[config.mk]
export PLATFORM = sky130hd
export DESIGN_NAME = param_mux_rr
export DESIGN_NICKNAME = d
export VERILOG_FILES = /design/src/rtl/param_mux_rr.sv
export SDC_FILE = /design/constraint.sdc
export NUM_CORES = 1
export LEC_CHECK = 0
export ABC_AREA = 1
export CAP_MARGIN = 25
export CORE_UTILIZATION = 45
export DETAILED_ROUTE_END_ITERATION = 7
export PLACE_DENSITY = 0.73
export SYNTH_ARGS = -nofsm -noshare
export SYNTH_HDL_FRONTEND = slang
export SYNTH_SLANG_ARGS = --single-unit
[constraint.sdc]
create_clock -name clk -period 8.9 [get_ports clk]
set_input_delay 1.335 -clock clk [delete_from_list [all_inputs] [get_ports clk]]
set_output_delay 1.335 -clock clk [all_outputs]
set_load 0.03 [all_outputs]
[src/rtl/param_mux_rr.sv]
// N-channel registered mux with fixed-select and round-robin modes behind a one-entry output register.
// Optional feature: define PARAM_MUX_RR_PARITY_EN to add the y_par output (XOR of the captured data).
module param_mux_rr #(
  parameter int N = 8,
  parameter int W = 1,
  localparam int SW = $clog2(N)
) (
  input  logic           clk,
  input  logic           rst,
  input  logic [N*W-1:0] d,
  input  logic [N-1:0]   in_valid,
  input  logic [SW-1:0]  s,
  input  logic           mode,
  output logic [N-1:0]   in_ready,
`ifdef PARAM_MUX_RR_PARITY_EN
  output logic           y_par,
`endif
  output logic [W-1:0]   y,
  output logic [SW-1:0]  y_ch,
  output logic           y_valid,
  input  logic           y_ready
);

  logic [W-1:0]  y_q, y_d;
  logic [SW-1:0] y_ch_q, y_ch_d;
  logic          y_valid_q, y_valid_d;
  logic [SW-1:0] ptr_q, ptr_d;

  logic          load;
  logic          eligible;
  logic          cap;
  logic [SW-1:0] g;
  logic [SW-1:0] rr_g;
  logic [SW-1:0] idx;
  logic          rr_found;
  logic [W-1:0]  sel_data;

  // Round-robin search: first valid channel starting at ptr; SW-bit add wraps modulo N.
  always_comb begin
    rr_found = 1'b0;
    rr_g     = '0;
    idx      = '0;
    for (int unsigned k = 0; k < N; k++) begin
      idx = ptr_q + SW'(k);
      if (!rr_found && in_valid[idx]) begin
        rr_found = 1'b1;
        rr_g     = idx;
      end
    end
  end

  always_comb begin
    load     = !y_valid_q || y_ready;
    eligible = mode ? rr_found : in_valid[s];
    g        = mode ? rr_g : s;
    cap      = !rst && load && eligible;

    sel_data = '0;
    for (int unsigned i = 0; i < N; i++) begin
      if (g == SW'(i)) sel_data = d[i*W +: W];
    end

    in_ready = '0;
    if (cap) in_ready[g] = 1'b1;

    y_d       = y_q;
    y_ch_d    = y_ch_q;
    y_valid_d = y_valid_q;
    ptr_d     = ptr_q;
    if (load) begin
      y_valid_d = eligible;
      if (eligible) begin
        y_d    = sel_data;
        y_ch_d = g;
        if (mode) ptr_d = g + SW'(1);
      end
    end
  end

  always_ff @(posedge clk) begin
    if (rst) begin
      y_q       <= '0;
      y_ch_q    <= '0;
      y_valid_q <= 1'b0;
      ptr_q     <= '0;
    end else begin
      y_q       <= y_d;
      y_ch_q    <= y_ch_d;
      y_valid_q <= y_valid_d;
      ptr_q     <= ptr_d;
    end
  end

  assign y       = y_q;
  assign y_ch    = y_ch_q;
  assign y_valid = y_valid_q;

`ifdef PARAM_MUX_RR_PARITY_EN
  logic y_par_q, y_par_d;

  always_comb begin
    y_par_d = y_par_q;
    if (load && eligible) y_par_d = ^sel_data;
  end

  always_ff @(posedge clk) begin
    if (rst) y_par_q <= 1'b0;
    else     y_par_q <= y_par_d;
  end

  assign y_par = y_par_q;
`endif

endmodule

# --- Word level (Yosys, flattened, before mapping) ---
# Cells that the tools add are included.
totals:
  mem_count: 0
  inputBits: 23
  out_inout_bits: 13
  mem_bits_ro: 0
  ramBits: 0
  latch_bits: 0
  ff_bits: 8
op_classes:
  n_eq_ne: 7
  shifts: 0
  bitwise_logic: 0
  div: 0
  n_mul: 0
  n_lt_le_gt_ge: 11
  reduce_logical: 23
  add_sub_neg: 8
  mux: 47
op_table:
  columns: ["operator", "n"]
  rows:
  - ["$lt 3x4->1 const B", 10]
  - ["$bmux 1 s3", 9]
  - ["$mux 1", 27]
  - ["$mux 3", 9]
  - ["$add 3x3->3 const B", 4]
  - ["$eq 3x3->1 const B", 4]
  - ["$logic_and 1x1->1", 10]
  - ["$logic_not 1->1", 9]
  - ["$mux 8", 1]
  - ["$add 3x1->3 const B", 2]
  - ["$add 3x2->3 const B", 2]
  - ["$eq 3x2->1 const B", 2]
  - ["$demux 1 s3", 1]
  - ["$eq 3x1->1 const B", 1]
  - ["$ge 3x1->1 const B", 1]
  - ["$logic_not 3->1", 1]
  - ["$reduce_and 3->1", 1]
  - ["$reduce_and 2->1", 1]
  - ["$logic_or 1x1->1", 1]

# --- Longest topological paths before layout ---
# Gate-level depths: netlist (run 1).
depth:
  ltp_word: 34
  depth_mapped: 29
  ltp_nobuf: 28

# --- Worst setup path before layout (run 1) ---
# No wires, ideal clock.
synth_path:
  path_type: "input-to-output"
  from: "input port in_valid[5]"
  to: "output port in_ready[1]"
  path_buffers: 0
  arrival_time_ns: 3.132
  stages: 13
  slack_ns: 4.433
  required_time_ns: 7.565
  cell_sequence: "nand2_1 > nand3_2 > nand3_2 > nand2_4 > nor2_4 > nand2_1 > a21oi_2 > inv_2 > o2111ai_1 > nand3_1 > o21ai_0 > nand2_1 > nor2_1"
synth_between:
  elab_chain_len: 30
  word_cells_on_any_way: 57
  cone_classes: "2 x order compare; 39 x mux; 16 x reduce/logical"
synth_lines:
  columns: ["item", "line_no", "rtl"]
  rows:
  - ["start: declaration", "11", "input logic [N-1:0] in_valid,"]
  - ["$bmux 1 s3", "45", "if (!rr_found && in_valid[idx]) begin"]
  - ["$mux 1 (not written as such)", "45", null]
  - ["$mux 1", "45", null]
  - ["$logic_not 1->1", "45", null]
  - ["$logic_and 1x1->1", "45", null]
  - ["$mux 1", "45", null]
  - ["$logic_not 1->1", "45", null]
  - ["$logic_and 1x1->1", "45", null]
  - ["[... 15 more ...]", null, null]
  - ["$mux 3 *", "45", null]
  - ["$mux 3 *", "55", "g = mode ? rr_g : s;"]
  - ["via g[0]", "32", "logic [SW-1:0] g;"]
  - ["$lt 3x4->1 (not written as such) or $ge 3x1->1 (tied branches)", "64", "if (cap) in_ready[g] = 1'b1;"]
  - ["$logic_and 1x1->1 (not written as such)", "64", null]
  - ["$mux 1 (not written as such)", "64", null]
  - ["$demux 1 s3 *", "64", null]
  - ["$mux 8 *", "64", null]
  - ["end: declaration", "14", "output logic [N-1:0] in_ready,"]
# Mark *: on every way through the listed nets, which the timed path passes. The rest lies on a longest branch. The select of a mux whose other input is x is not followed.

# --- Worst setup path in the final report (run 1) ---
layout_path:
  from: "input port in_valid[7]"
  to: "output port in_ready[5]"
# Same word-level chain as after synthesis.

==> results of run 1 <==
[where the power goes]
part	switching, W	internal [W]	leakage [nW]
Sequential	0.0000108	0.0000419	0.0663
Clock	0.0000122	0.0000154	0.0138
Combinational	0.000146	0.0000864	0.747
Total	0.000169	0.000144	0.827
[metrics by stage]
step | util | hold WS (ns)
6_report | 0.623 | 0.481
3_3_place_gp | 0.615 | 0.479
5_1_grt | 0.623 | 0.513
2_1_floorplan | - | 0.600
3_5_place_dp | 0.615 | 0.473
4_1_cts | 0.623 | 0.487
[layout make-up]
type                    count  area, um^2
well taps                  31        38.8
clock buffers               3        22.5
fillers                   276        1070
multi-input cells         189        1070
flip-flops and latches      8         160
inverters                  31         118
repair buffers             35         350
[cells by family (layout without fill, tap and decap cells)]
logic type               after synthesis  count (layout)  share of synthesized area
AO/OA/AOI/OAI                         32              32                      0.138
adder cells (fa/ha/maj)                7               7                     0.0631
XOR/XNOR                               5               5                     0.0559
buffers and inverters                 35              69                      0.112
AND/OR/NAND/NOR                      145             145                      0.516
flip-flops                             8               8                      0.115
[sequential cells by signal (all words and copies together), names as in the netlist]
name,cells
ptr_q,3
y_ch,3
y,1
y_valid,1
[synthesized netlist by cell type (all sizes together)]
library cell | number | area [um^2]
nor4 | 1 | 12.5
xor2 | 3 | 60.1
o211ai | 1 | 7.51
nor3 | 2 | 10.0
nor2 | 29 | 124
a31oi | 1 | 12.5
nand3 | 37 | 220
a221oi | 1 | 8.76
nand4 | 3 | 33.8
and2 | 1 | 8.76
buf | 3 | 33.8
o31ai | 1 | 7.51
a21oi | 9 | 52.6
nand2 | 71 | 299
o22ai | 1 | 6.26
xnor2 | 2 | 17.5
clkinv | 1 | 5.00
nand3b | 1 | 7.51
a211oi | 1 | 7.51
o21ai | 16 | 80.1
ha | 7 | 87.6
o2111ai | 1 | 8.76
inv | 30 | 113
dfxtp | 8 | 160
clkbuf | 1 | 3.75
[path summary, 6_finish.rpt]
path                                  start  cells after the start           to
worst max-delay path            in_valid[7]                     15  in_ready[5]
worst min-delay path                      y                      2            y
worst max register to register     ptr_q[1]                     25            y
worst min register to register            y                      2            y
[per-layer routing]
| layer | vias to the layer above | global-route usage | wire (um) |
|---|---|---|---|
| li1 | 829 | - | - |
| met2 | 46 | 0.329 | 1540 |
| met4 | 0 | 0.0627 | 10 |
| met3 | 2 | 0.0113 | 226 |
| met1 | 669 | 0.337 | 1790 |
| met5 | - | 0 | 0 |
[worst max-delay path, delay by kind of cell]
family | cells | cell delay, ns
buffers and inverters | 3 | 1.19
AOI/OAI and AO/OA | 3 | 0.56
and+or+nand+nor | 9 | 1.20
==> qor.txt, run 1 <==
Root Buffer Master -> clkbuf_4
Worst Slack Setup Final -> 3.29 ns
Final Instance Area -> 1760 um^2
Reg clk slew, reported paths -> 0.05 ns
Relative max-transition margin -> 0.560
CP peak stage delay -> 0.68 ns
CP required -> 7.57 ns
Die H -> 57.5 um
Crit start category -> primary input
Max FO, Critical Path -> 5
Total routed wirelength -> 3.57 mm
Diodes inserted -> 0
Least-Margin Pin Slew -> 0.660 ns
Core box area -> 2830 um^2
# Post-CTS Setup Buffers -> 0
Minimum clock period -> 5.61 ns
Syn_nets -> 262
Seq cells post-synth -> 8
Placed Cells -> 294
Leak pwr -> 0.827 nW
Area delta synth->final -> 27.0%
Total CTS buffers -> 3
HPWL after DPL -> 2.92 mm
MaxCap Viol Count -> 0
H-tree depth -> 1
Largest net degree at the start of global routing -> 13
Vias in the first global route -> 1308
Final Setup Violations -> 0
Num ports -> 36
Cells after Synth -> 232
CTS resizes -> 0
Post-DP Area -> 1740 um^2
Non-Filler Instances -> 297
Cell variety after synth -> 34
Crit Path Category -> primary input to output pin
Std cell rows -> 19
DRC violation count after routing -> 0
Worst skew pair latency -> 0.25 ns
Setup TNS -> 0 ns
Crit-path cells -> clkdlybuf4s50_1 -> nand2_2 -> nand3_2 -> nand3_2 -> nand2_4 -> nor2_4 -> nand2_1 -> a21oi_2 -> inv_2 -> o2111ai_1 -> nand3_1 -> o21ai_0 -> nand2_1 -> nor2_1 -> clkdlybuf4s50_1
Layout cells sized above 1 -> 0.132
1st-pass router iterations -> 5
Worst Hold Class -> flop to flop
Clock Skew -> 0.00706 ns
Most common cell after layout, fill and taps aside -> nand2_1
Post-route antenna net violation count -> 0
Die Wd -> 57.5 um
Final worst path period share -> 0.631
Routability cong. -> 0.899
R2R Setup Slk -> 4.57 ns
Clock tree buffer depth -> 2
VDD IR max -> 0.000113 V
Total number of vias -> 1546
Final Hold Fails -> 0
Cell Pwr Density -> 177 nW/um^2
Critical Path AT -> 4.28 ns
FMAX -> 178 MHz
Final Max Slew Viols -> 0
I/O Buffers -> 35
Register area share after synthesis -> 0.115
Crit-path slowest cell -> clkdlybuf4s50_1
CTS tree -> built
WL per Instance -> 12.0 um
Power Total -> 0.000312 W
CTS Sinks -> 8
Initial antenna violation count -> 0
Initial Util -> 0.490
First-pass GRT wire length -> 5.79 mm
Tot GR Track Use -> 0.220
Iteration-0 DRC Markers -> 91
Syn_area_per_cell -> 5.98 um^2
Hold buffer count at cts -> 0
Vias/cell -> 5.21
Status -> finished clean
CP Capture Type -> output pin
Pre-CTS setup slack -> 3.31 ns
RSZ-0062 raised after global routing -> false
Cell Area, Synth -> 1390 um^2
Fin nets -> 298
Warnings from Yosys -> 0
GR Overflow Total -> 0
Die area -> 3310 um^2
Commonest cells after routing, fill and taps aside -> 62 x nand2_1, 35 x clkdlybuf4s50_1, 30 x nand3_1
Power figures use the tool's default switching activity.
==> run 2: changes to the inputs <==
- PLACE_DENSITY: 0.73 -> 0.76
- clock period: 8.9 -> 4.6 ns (I/O delays scaled with it)
==> qor.txt, run 2 (same netlist as run 1, synthesis figures left out) <==
Worst Hold Class -> flop to flop
Diodes inserted -> 0
Die H -> 57.5 um
Num ports -> 36
Cell Pwr Density -> 342 nW/um^2
Max FO, Critical Path -> 7
Final Setup Violations -> 0
Met1 Use GR -> 0.334
Final Instance Area -> 1810 um^2
GR Overflow Total -> 0
Die area -> 3310 um^2
FF/Latch Area -> 160 um^2
Final Util -> 0.640
WL per Instance -> 12.3 um
GR peak layer -> met2
Core box area -> 2830 um^2
Post-DP Area -> 1760 um^2
Setup TNS -> 0 ns
RSZ-0062 raised after global routing -> false
RR Endpoint -> y
Vias in the first global route -> 1386
CTS Sinks -> 8
Initial antenna violation count -> 0
Minimum clock period -> 4.21 ns
CP bufs+invs -> 5
FMAX -> 237 MHz
Critical Path AT -> 3.52 ns
Commonest cells after routing, fill and taps aside -> 62 x nand2_1, 30 x nand3_1, 27 x nor2_1, 27 x clkdlybuf4s50_1, 26 x inv_1
Post-route antenna net violation count -> 0
Total number of vias -> 1578
Tot GR Track Use -> 0.222
Crit Path Category -> flop to output pin
Clock tree buffer depth -> 2
Std cell rows -> 19
Hold_sp -> y_ch[0]
Layout cells sized above 1 -> 0.144
Iteration-0 DRC Markers -> 79
VDD IR max -> 0.000239 V
Relative max-transition margin -> 0.571
Final worst path period share -> 0.916
RR Startpoint -> ptr_q[1]
Most common cell after layout, fill and taps aside -> nand2_1
Crit path max-delay family -> simple AND/OR/NAND/NOR gates
HPWL after DPL -> 3.02 mm
Crit-path cells -> clkinv_2 -> ha_1 -> inv_1 -> nand3_1 -> nand3_1 -> nand2_2 -> nor2_4 -> nand2_1 -> a21oi_2 -> inv_2 -> o2111ai_1 -> nand3_1 -> o21ai_0 -> nand2_1 -> buf_4 -> nor2_1 -> dlymetal6s2s_1
R2R Setup Slk -> 0.73 ns
Routability cong. -> 0.921
Area delta synth->final -> 30.6%
Least-Margin Pin Slew -> 0.642 ns
Crit start category -> flop
Worst skew pair latency -> 0.26 ns
Clock Skew -> 0.00318 ns
H-tree depth -> 1
CTS tree -> built
Hold path cells -> 2
Final Hold Fails -> 0
Total CTS buffers -> 3
Hold EP -> y_ch[0]
1st-pass router iterations -> 4
Most common cell on crit path -> nand3_1
Min Hold Slack -> 0.474 ns
Area of the multi-input gates -> 1070 um^2
CP peak stage delay -> 0.39 ns
DRC violation count after routing -> 0
Crit-path slowest cell -> ha_1
MaxCap Viol Count -> 0
CP Capture Type -> output pin
First-pass GRT wire length -> 5.87 mm
Root Buffer Master -> clkbuf_4
Worst-case reg-to-reg path depth -> 25
Reg clk slew, reported paths -> 0.06 ns
Grt met3 use -> 0.00680
Die Wd -> 57.5 um
Largest net degree at the start of global routing -> 12
Fin nets -> 302
Leak pwr -> 0.991 nW
Total routed wirelength -> 3.72 mm
GRT met2 Usage -> 0.344
Status -> finished clean
Final Max Slew Viols -> 0
Filler Cell Count -> 272
CP required -> 3.91 ns
I/O Buffers -> 35
Initial Util -> 0.490
Vias/cell -> 5.24
==> run 2: layout make-up <==
| cell class | count | share of cell area |
|---|---|---|
| multi-input cells | 189 | 0.592 |
| clock buffers | 3 | 0.0124 |
| flip-flops and latches | 8 | 0.0884 |
| inverters | 31 | 0.0649 |
| repair buffers | 39 | 0.221 |
| well taps | 31 | 0.0214 |
==> run 2: worst max-delay path by stage <==
stage,start,end,slack (ns),depth (start not counted)
5_1_grt,ptr_q[1],in_ready[7],0.05,17
2_1_floorplan,ptr_q[1],in_ready[1],1.10,16
6_report,ptr_q[1],in_ready[7],0.39,17
4_1_cts,ptr_q[1],in_ready[7],0.12,16
3_3_place_gp,in_valid[6],in_ready[7],0.32,15
3_5_place_dp,in_valid[4],in_ready[7],0.23,15
==> run 2: worst min-delay path: stages, from the launching register on <==
cell and delay (ns):
dfxtp_1 0.31, nand3_1 0.07, nand2_1 0.04
==> run 2: where the power goes <==
group | internal [W] | leakage, nW | switching (W)
registers | 0.0000811 | 0.0663 | 0.0000116
clock network | 0.0000300 | 0.0138 | 0.0000258
logic | 0.000173 | 0.911 | 0.000298
==> run 2: repair_timing <==
| item | 4_1_cts | 5_1_grt |
|---|---|---|
| buffers inserted | 0 | 1 |
| endpoints found under the hold margin | 0 | 0 |
| gates resized for setup | 0 | 8 |
| hold buffers | 0 | 0 |
| setup endpoints to repair | 0 | 8 |
==> run 2: routing by layer <==
metal,vias up,share of wire
li1,835,-
met1,703,0.51
met2,35,0.44
met3,5,0.038
met4,0,0.012
met5,-,0
==> run 2: through the flow <==
step / cells / setup slack [ns] / total power (W)
global placement: 297 / 0.323 / 0.000555
global route: 301 / 0.0478 / 0.000677
floorplan: 232 / 1.10 / 0.000445
CTS: 300 / 0.123 / 0.000613
detailed placement: 297 / 0.229 / 0.000556
finish: 301 / 0.388 / 0.000619
